<file path="src/rtl/invsqrt_nr_pipe_if.sv">
// Sample/result bus for the pipelined inverse square root.
//   InValid/DataIn/TagIn     : upstream sample (driven by master)
//   DataOut/TagOut/ExcFlag   : result, qualified by DataValid (driven by slave)
//   DataValid                : one-cycle pulse per completed sample
interface invsqrt_nr_pipe_if #(
  parameter int unsigned TAG_W = 4
);
  logic             InValid;
  logic [31:0]      DataIn;
  logic [TAG_W-1:0] TagIn;
  logic [31:0]      DataOut;
  logic [TAG_W-1:0] TagOut;
  logic [1:0]       ExcFlag;
  logic             DataValid;

  modport master (
    output InValid, DataIn, TagIn,
    input  DataOut, TagOut, ExcFlag, DataValid
  );

  modport slave (
    input  InValid, DataIn, TagIn,
    output DataOut, TagOut, ExcFlag, DataValid
  );
endinterface

</file>
<file path="src/rtl/invsqrt_nr_pipe.sv">
// Fully pipelined float32 inverse square root: magic-constant seed followed
// by NR_ITERS Newton-Raphson refinements, four register stages each.
// Ports:
//   clk  : clock, rising edge
//   rst  : asynchronous active-high reset, clears every stage
//   ce   : clock enable; 0 freezes the pipeline, DataValid drops to 0
//   bus  : slave side of invsqrt_nr_pipe_if (sample in, result out)
// Latency is 4*NR_ITERS + 2 ce-active cycles; ExcFlag[0]=invalid,
// ExcFlag[1]=divide-by-zero.
module invsqrt_nr_pipe #(
  parameter int unsigned NR_ITERS = 1,
  parameter logic [31:0] MAGIC    = 32'h5F3759DF,
  parameter int unsigned TAG_W    = 4
) (
  input  logic             clk,
  input  logic             rst,
  input  logic             ce,
  invsqrt_nr_pipe_if.slave bus
);
  localparam int unsigned NS = 4 * NR_ITERS;

  typedef enum logic [2:0] {
    CLS_NORM,
    CLS_ZERO,
    CLS_NEG,
    CLS_PINF,
    CLS_NAN
  } cls_t;

  // Positive-only multiply with an always-present hidden bit. Exponents are
  // handled modulo 256: y*y can leave the normal range for x near the top of
  // the float range, but every later product brings it back, so wrapped
  // intermediate exponents still give the correct final value.
  function automatic logic [31:0] fmul(input logic [31:0] a, input logic [31:0] b);
    logic [47:0] p;
    logic [7:0]  e;
    logic [22:0] f;
    p = {24'b0, 1'b1, a[22:0]} * {24'b0, 1'b1, b[22:0]};
    e = a[30:23] + b[30:23] - 8'd127 + {7'b0, p[47]};
    f = p[47] ? p[46:24] : p[45:23];
    return {1'b0, e, f};
  endfunction

  // c = 1.5 - b in 26-bit-fraction fixed point; b sits in [0.4, 0.6] so c is
  // in [0.9, 1.1] and needs at most a one-position normalise.
  function automatic logic [31:0] fsub15(input logic [31:0] b);
    logic [7:0]  sh;
    logic [27:0] bfx;
    logic [27:0] cfx;
    sh  = 8'd127 - b[30:23];
    bfx = {2'b01, b[22:0], 3'b000} >> sh;
    cfx = 28'h600_0000 - bfx;
    if (cfx[26]) return {1'b0, 8'd127, cfx[25:3]};
    else         return {1'b0, 8'd126, cfx[24:2]};
  endfunction

  logic [7:0]  w_exp;
  logic [22:0] w_man;
  logic        w_sgn;
  cls_t        w_cls;
  logic [31:0] w_seed;
  logic [31:0] w_xh;

  assign w_exp  = bus.DataIn[30:23];
  assign w_man  = bus.DataIn[22:0];
  assign w_sgn  = bus.DataIn[31];
  assign w_seed = MAGIC - {1'b0, bus.DataIn[31:1]};
  assign w_xh   = (w_cls == CLS_NORM) ? {1'b0, w_exp - 8'd1, w_man} : '0;

  // Denormals share exp=0 with zero, so they are flushed to signed zero here.
  always_comb begin
    w_cls = CLS_NORM;
    if (w_exp == 8'h00)                       w_cls = CLS_ZERO;
    else if (w_exp == 8'hFF && w_man != '0)   w_cls = CLS_NAN;
    else if (w_sgn)                           w_cls = CLS_NEG;
    else if (w_exp == 8'hFF)                  w_cls = CLS_PINF;
  end

  // Index 0 is the input stage; stage s applies NR step (s-1)%4.
  logic [31:0]      r_y   [NS+1];
  logic [31:0]      r_xh  [NS+1];
  logic [31:0]      r_t   [NS+1];
  logic             r_vld [NS+1];
  logic             r_sgn [NS+1];
  cls_t             r_cls [NS+1];
  logic [TAG_W-1:0] r_tag [NS+1];

  logic [31:0]      w_mx_data;
  logic [1:0]       w_mx_exc;
  logic [31:0]      r_mx_data;
  logic [1:0]       r_mx_exc;
  logic [TAG_W-1:0] r_mx_tag;
  logic             r_mx_vld;

  logic [31:0]      r_dout;
  logic [TAG_W-1:0] r_tout;
  logic [1:0]       r_exc;
  logic             r_dv;

  always_comb begin
    w_mx_data = {1'b0, r_y[NS][30:0]};
    w_mx_exc  = 2'b00;
    case (r_cls[NS])
      CLS_ZERO: begin
        w_mx_data = {r_sgn[NS], 8'hFF, 23'd0};
        w_mx_exc  = 2'b10;
      end
      CLS_NEG, CLS_NAN: begin
        w_mx_data = 32'h7FC0_0000;
        w_mx_exc  = 2'b01;
      end
      CLS_PINF: w_mx_data = '0;
      default: ;
    endcase
  end

  // Special-value muxing gets its own register ahead of the output register
  // so the output register only has to implement the DataValid stall rule.
  always_ff @(posedge clk or posedge rst) begin
    if (rst) begin
      for (int unsigned s = 0; s <= NS; s++) begin
        r_y[s]   <= '0;
        r_xh[s]  <= '0;
        r_t[s]   <= '0;
        r_vld[s] <= 1'b0;
        r_sgn[s] <= 1'b0;
        r_cls[s] <= CLS_NORM;
        r_tag[s] <= '0;
      end
      r_mx_data <= '0;
      r_mx_exc  <= '0;
      r_mx_tag  <= '0;
      r_mx_vld  <= 1'b0;
      r_dout    <= '0;
      r_tout    <= '0;
      r_exc     <= '0;
      r_dv      <= 1'b0;
    end else begin
      if (ce) begin
        r_y[0]   <= w_seed;
        r_xh[0]  <= w_xh;
        r_t[0]   <= '0;
        r_vld[0] <= bus.InValid;
        r_sgn[0] <= w_sgn;
        r_cls[0] <= w_cls;
        r_tag[0] <= bus.TagIn;
        for (int unsigned s = 1; s <= NS; s++) begin
          r_y[s]   <= r_y[s-1];
          r_xh[s]  <= r_xh[s-1];
          r_t[s]   <= r_t[s-1];
          r_vld[s] <= r_vld[s-1];
          r_sgn[s] <= r_sgn[s-1];
          r_cls[s] <= r_cls[s-1];
          r_tag[s] <= r_tag[s-1];
          case ((s - 1) % 4)
            0:       r_t[s] <= fmul(r_y[s-1], r_y[s-1]);
            1:       r_t[s] <= fmul(r_xh[s-1], r_t[s-1]);
            2:       r_t[s] <= fsub15(r_t[s-1]);
            default: r_y[s] <= fmul(r_y[s-1], r_t[s-1]);
          endcase
        end
        r_mx_data <= w_mx_data;
        r_mx_exc  <= w_mx_exc;
        r_mx_tag  <= r_tag[NS];
        r_mx_vld  <= r_vld[NS];
        r_dout    <= r_mx_data;
        r_tout    <= r_mx_tag;
        r_exc     <= r_mx_exc;
      end
      r_dv <= ce ? r_mx_vld : 1'b0;
    end
  end

  assign bus.DataOut   = r_dout;
  assign bus.TagOut    = r_tout;
  assign bus.ExcFlag   = r_exc;
  assign bus.DataValid = r_dv;
endmodule

</file>
<file path="src/flat_wrapper.sv">
// flat-port wrapper written by rule: the top's interface ports become plain ports
module invsqrt_nr_pipe_flat 
#(
  parameter int unsigned NR_ITERS = 1,
  parameter logic [31:0] MAGIC    = 32'h5F3759DF,
  parameter int unsigned TAG_W    = 4
)
  (clk, rst, ce, bus_InValid, bus_DataIn, bus_TagIn, bus_DataOut, bus_TagOut, bus_ExcFlag, bus_DataValid);
  invsqrt_nr_pipe_if #(.TAG_W(TAG_W)) bus_i ();
  input  logic clk;
  input  logic rst;
  input  logic ce;
  input wire logic [$bits(bus_i.InValid)-1:0] bus_InValid;
  input wire logic [$bits(bus_i.DataIn)-1:0] bus_DataIn;
  input wire logic [$bits(bus_i.TagIn)-1:0] bus_TagIn;
  output wire logic [$bits(bus_i.DataOut)-1:0] bus_DataOut;
  output wire logic [$bits(bus_i.TagOut)-1:0] bus_TagOut;
  output wire logic [$bits(bus_i.ExcFlag)-1:0] bus_ExcFlag;
  output wire logic [$bits(bus_i.DataValid)-1:0] bus_DataValid;
  assign bus_i.InValid = bus_InValid;
  assign bus_i.DataIn = bus_DataIn;
  assign bus_i.TagIn = bus_TagIn;
  assign bus_DataOut = bus_i.DataOut;
  assign bus_TagOut = bus_i.TagOut;
  assign bus_ExcFlag = bus_i.ExcFlag;
  assign bus_DataValid = bus_i.DataValid;
  invsqrt_nr_pipe #(.NR_ITERS(NR_ITERS), .MAGIC(MAGIC), .TAG_W(TAG_W)) u_core (.clk(clk), .rst(rst), .ce(ce), .bus(bus_i));
endmodule
</file>
<file path="config.mk">
export PLATFORM = sky130hd
export DESIGN_NAME = invsqrt_nr_pipe_flat
export DESIGN_NICKNAME = d
export VERILOG_FILES = /design/src/rtl/invsqrt_nr_pipe_if.sv /design/src/rtl/invsqrt_nr_pipe.sv /design/src/flat_wrapper.sv
export SDC_FILE = /design/constraint.sdc
export NUM_CORES = 2
export LEC_CHECK = 0
export CAP_MARGIN = 25
export CORE_ASPECT_RATIO = 0.6
export CORE_MARGIN = 2
export CORE_UTILIZATION = 40
export DETAILED_ROUTE_END_ITERATION = 10
export HOLD_SLACK_MARGIN = 0.06
export PLACE_DENSITY_LB_ADDON = 0.1
export SYNTH_ARGS = -nofsm -noshare
export SYNTH_HDL_FRONTEND = slang
export SYNTH_SLANG_ARGS = --single-unit
</file>
<file path="constraint.sdc">
create_clock -name clk -period 24.5 [get_ports clk]
set_input_delay 7.35 -clock clk [delete_from_list [all_inputs] [get_ports clk]]
set_output_delay 7.35 -clock clk [all_outputs]
set_load 0.005 [all_outputs]
</file>
==> impl_metrics.tcl <==
set metrics [dict create \
    status "finished clean" \
    synth_area_leaders "fa_1 39%, dfrtp_1 15%, ha_1 9.7%" \
    layout_min_cycle_time_ns 10.93 \
    finClkSkew_ns 0.0460 \
    ant_nets 0 \
    drc_errors 0 \
    synthesis.instances 7375 \
    post_cts_buffers 0 \
    synthArstFlopShare 1.00 \
    fp.dieH_um 330 \
    fmax_mhz 91.5 \
    avgViaCountPerCell 5.14 \
    cp_top_family "adder cells" \
    yosys_register_bits 427 \
    antenna_found_initial 14 \
    place.gp.congestion 0.888 \
    yosysMostFrequentCell "inv_1" \
    grt_pass1_vias 53000 \
    cts_hold_buf 0 \
    chipWidth_um 548 \
    io_buffers 78 \
    rsz0062_at_grt "false" \
    critPathArrivalTime_ns 11.49 \
    drive_above_1_share 0.0682 \
    maxSlewViolCount 0 \
    cts_tree "yes" \
    ys.flop_type "dfrtp_1" \
    syn_area_sq_um 71000 \
    finalNetCount 9283 \
    fin_crit_sh 0.446 \
    cts-resized-gates 0 \
    cp_num_buf_inv 8 \
    yosysSeqAreaShare 0.150 \
    cpPeakStageDelay_ns 0.92 \
    syn_to_final_growth_pct 7.63 \
    relSlewSlack 0.244 \
    hold_ws_ns 0.484 \
    io_pins 79 \
    min_path_type "flop to flop" \
    dr_total_vias 49900 \
    insertion_delay_ns 0.66 \
    core-area_sq_um 176000 \
    start_util 0.404 \
    finalWorstSetupSlack_ns 13.57 \
    path_clk_slew_ns 0.06 \
    finalSetupViolations 0 \
    yosys.area.top_type_share 0.391 \
    synth.cells.most_frequent "1684 x inv_1, 1387 x fa_1, 816 x nand2_1" \
    crit_top_cell "fa_1" \
    wire_per_inst_um 22.4 \
    clockBufferDepth 3 \
    r2r_slack_ns 13.57 \
    synth_cell_types 90 \
    dpl_worst_slack_ns 13.33 \
    first_iter_violations 4009 \
    placedCellCount 9610 \
    tns_ns 0 \
    yosysTopAreaCell "fa_1" \
    hold_violations 0 \
    worstPathRequired_ns 25.05 \
    first_pass_iters 6 \
    routed_wl_mm 218 \
    worst-path-max-fanout 17 \
    endpoint_kind "flop" \
    syn_nets 9352 \
    start_kind "flop" \
    row_count 119 \
    cts-root-buf "clkbuf_16" \
    crit_slowest_cell "a32oi_1" \
    maxCapViolCount 0 \
    avgSynthCellArea_sq_um 9.63 \
    grt_pass1_wl_mm 340 \
    clock_sinks 427 \
    grt_max_degree 134 \
    grt_overflow_total 0 \
    dp_hpwl_mm 166 \
    path_class "flop to flop" \
    final_cells 9710 \
    worst_pin_slew_ns 1.13 \
    yosys_warnings 0 \
    htreeDepth 2 \
    synth_edf_count 0 \
    cts_made_buffers 48 \
    grt.total_usage 0.249 \
    dieArea_sq_um 181000 \
]
[worst paths after layout]
| path | end | cells past startpoint | startpoint |
|---|---|---|---|
| min in group asynchronous | u_core.r_vld[0] | 2 | rst |
| setup / recovery | u_core.r_y[29] | 36 | u_core.r_t[40] |
| setup reg to reg | u_core.r_y[29] | 36 | u_core.r_t[40] |
| hold / removal | u_core.r_mx_data[15] | 1 | u_core.r_y[15] |
| max in group asynchronous | u_core.r_t[48] | 6 | rst |
| hold reg to reg | u_core.r_mx_data[15] | 1 | u_core.r_y[15] |
[worst reg2reg max path: cells and delay by family, from the launching register on]
family	cells	cell delay, ns
compound gates	9	2.50
fa+ha+maj	10	4.39
buf+inv	8	1.19
simple gates	6	2.00
mux	1	0.26
flops	1	0.32
xor+xnor	2	0.21
[state kept, by name, indices dropped and copies added (netlist names), 4 cells and up]
name / flops
u_core.r_cls: 15
u_core.r_y: 155
u_core.r_xh: 62
u_core.bus.DataOut: 32
u_core.r_mx_data: 32
u_core.bus.TagOut: 4
u_core.r_mx_tag: 4
u_core.r_sgn: 5
u_core.r_vld: 5
u_core.r_tag: 20
u_core.r_t: 87
[final cells by class]
type,count,area (sq um)
inverter,1703,6400
clock buffer,64,1340
timing repair buffer,219,1910
antenna,6,15.0
clock inverter,25,472
tap,2359,2950
fill,17100,99400
multi-input combinational,4907,52600
sequential,427,10700
[through the flow]
step / cell area, sq um / util
finish: 76400 / 0.435
global route: 76400 / 0.435
CTS: 76300 / 0.434
detailed placement: 74500 / 0.424
global placement: 74500 / 0.424
floorplan: 71000 / -
[layout by cell type (no fill, tap or decap), drive strengths merged, types with 122 or more instances in the layout]
| cell type | n |
|---|---|
| inv | 1690 |
| a21oi | 156 |
| buf | 142 |
| and2 | 534 |
| o21ai | 122 |
| ha | 550 |
| dfrtp | 427 |
| nor2 | 265 |
| mux2 | 218 |
| nand2 | 816 |
| fa | 1387 |
[routing by layer]
metal / track usage / share of wire / vias to the layer above
li1: - / - / 22300
met2: 0.320 / 0.37 / 1615
met3: 0.0585 / 0.088 / 149
met4: 0.0295 / 0.012 / 2
met5: 0 / 0.000046 / -
met1: 0.421 / 0.54 / 25900
[logic make-up (layout without fill, tap and decap cells)]
family | after synthesis | in the layout | synth area share
other | 0 | 6 | 0
buffers and inverters | 2041 | 2011 | 0.109
DFF | 427 | 427 | 0.150
adders and majority gates | 1937 | 1937 | 0.488
xor gates and xnor gates | 138 | 138 | 0.0170
AOI/OAI and AO/OA | 664 | 664 | 0.0640
muxes | 275 | 275 | 0.0441
and+or+nand+nor | 1893 | 1893 | 0.128
Power is not shown: default switching activity piles up to over one toggle a cycle in this logic, so the estimate is an artifact.
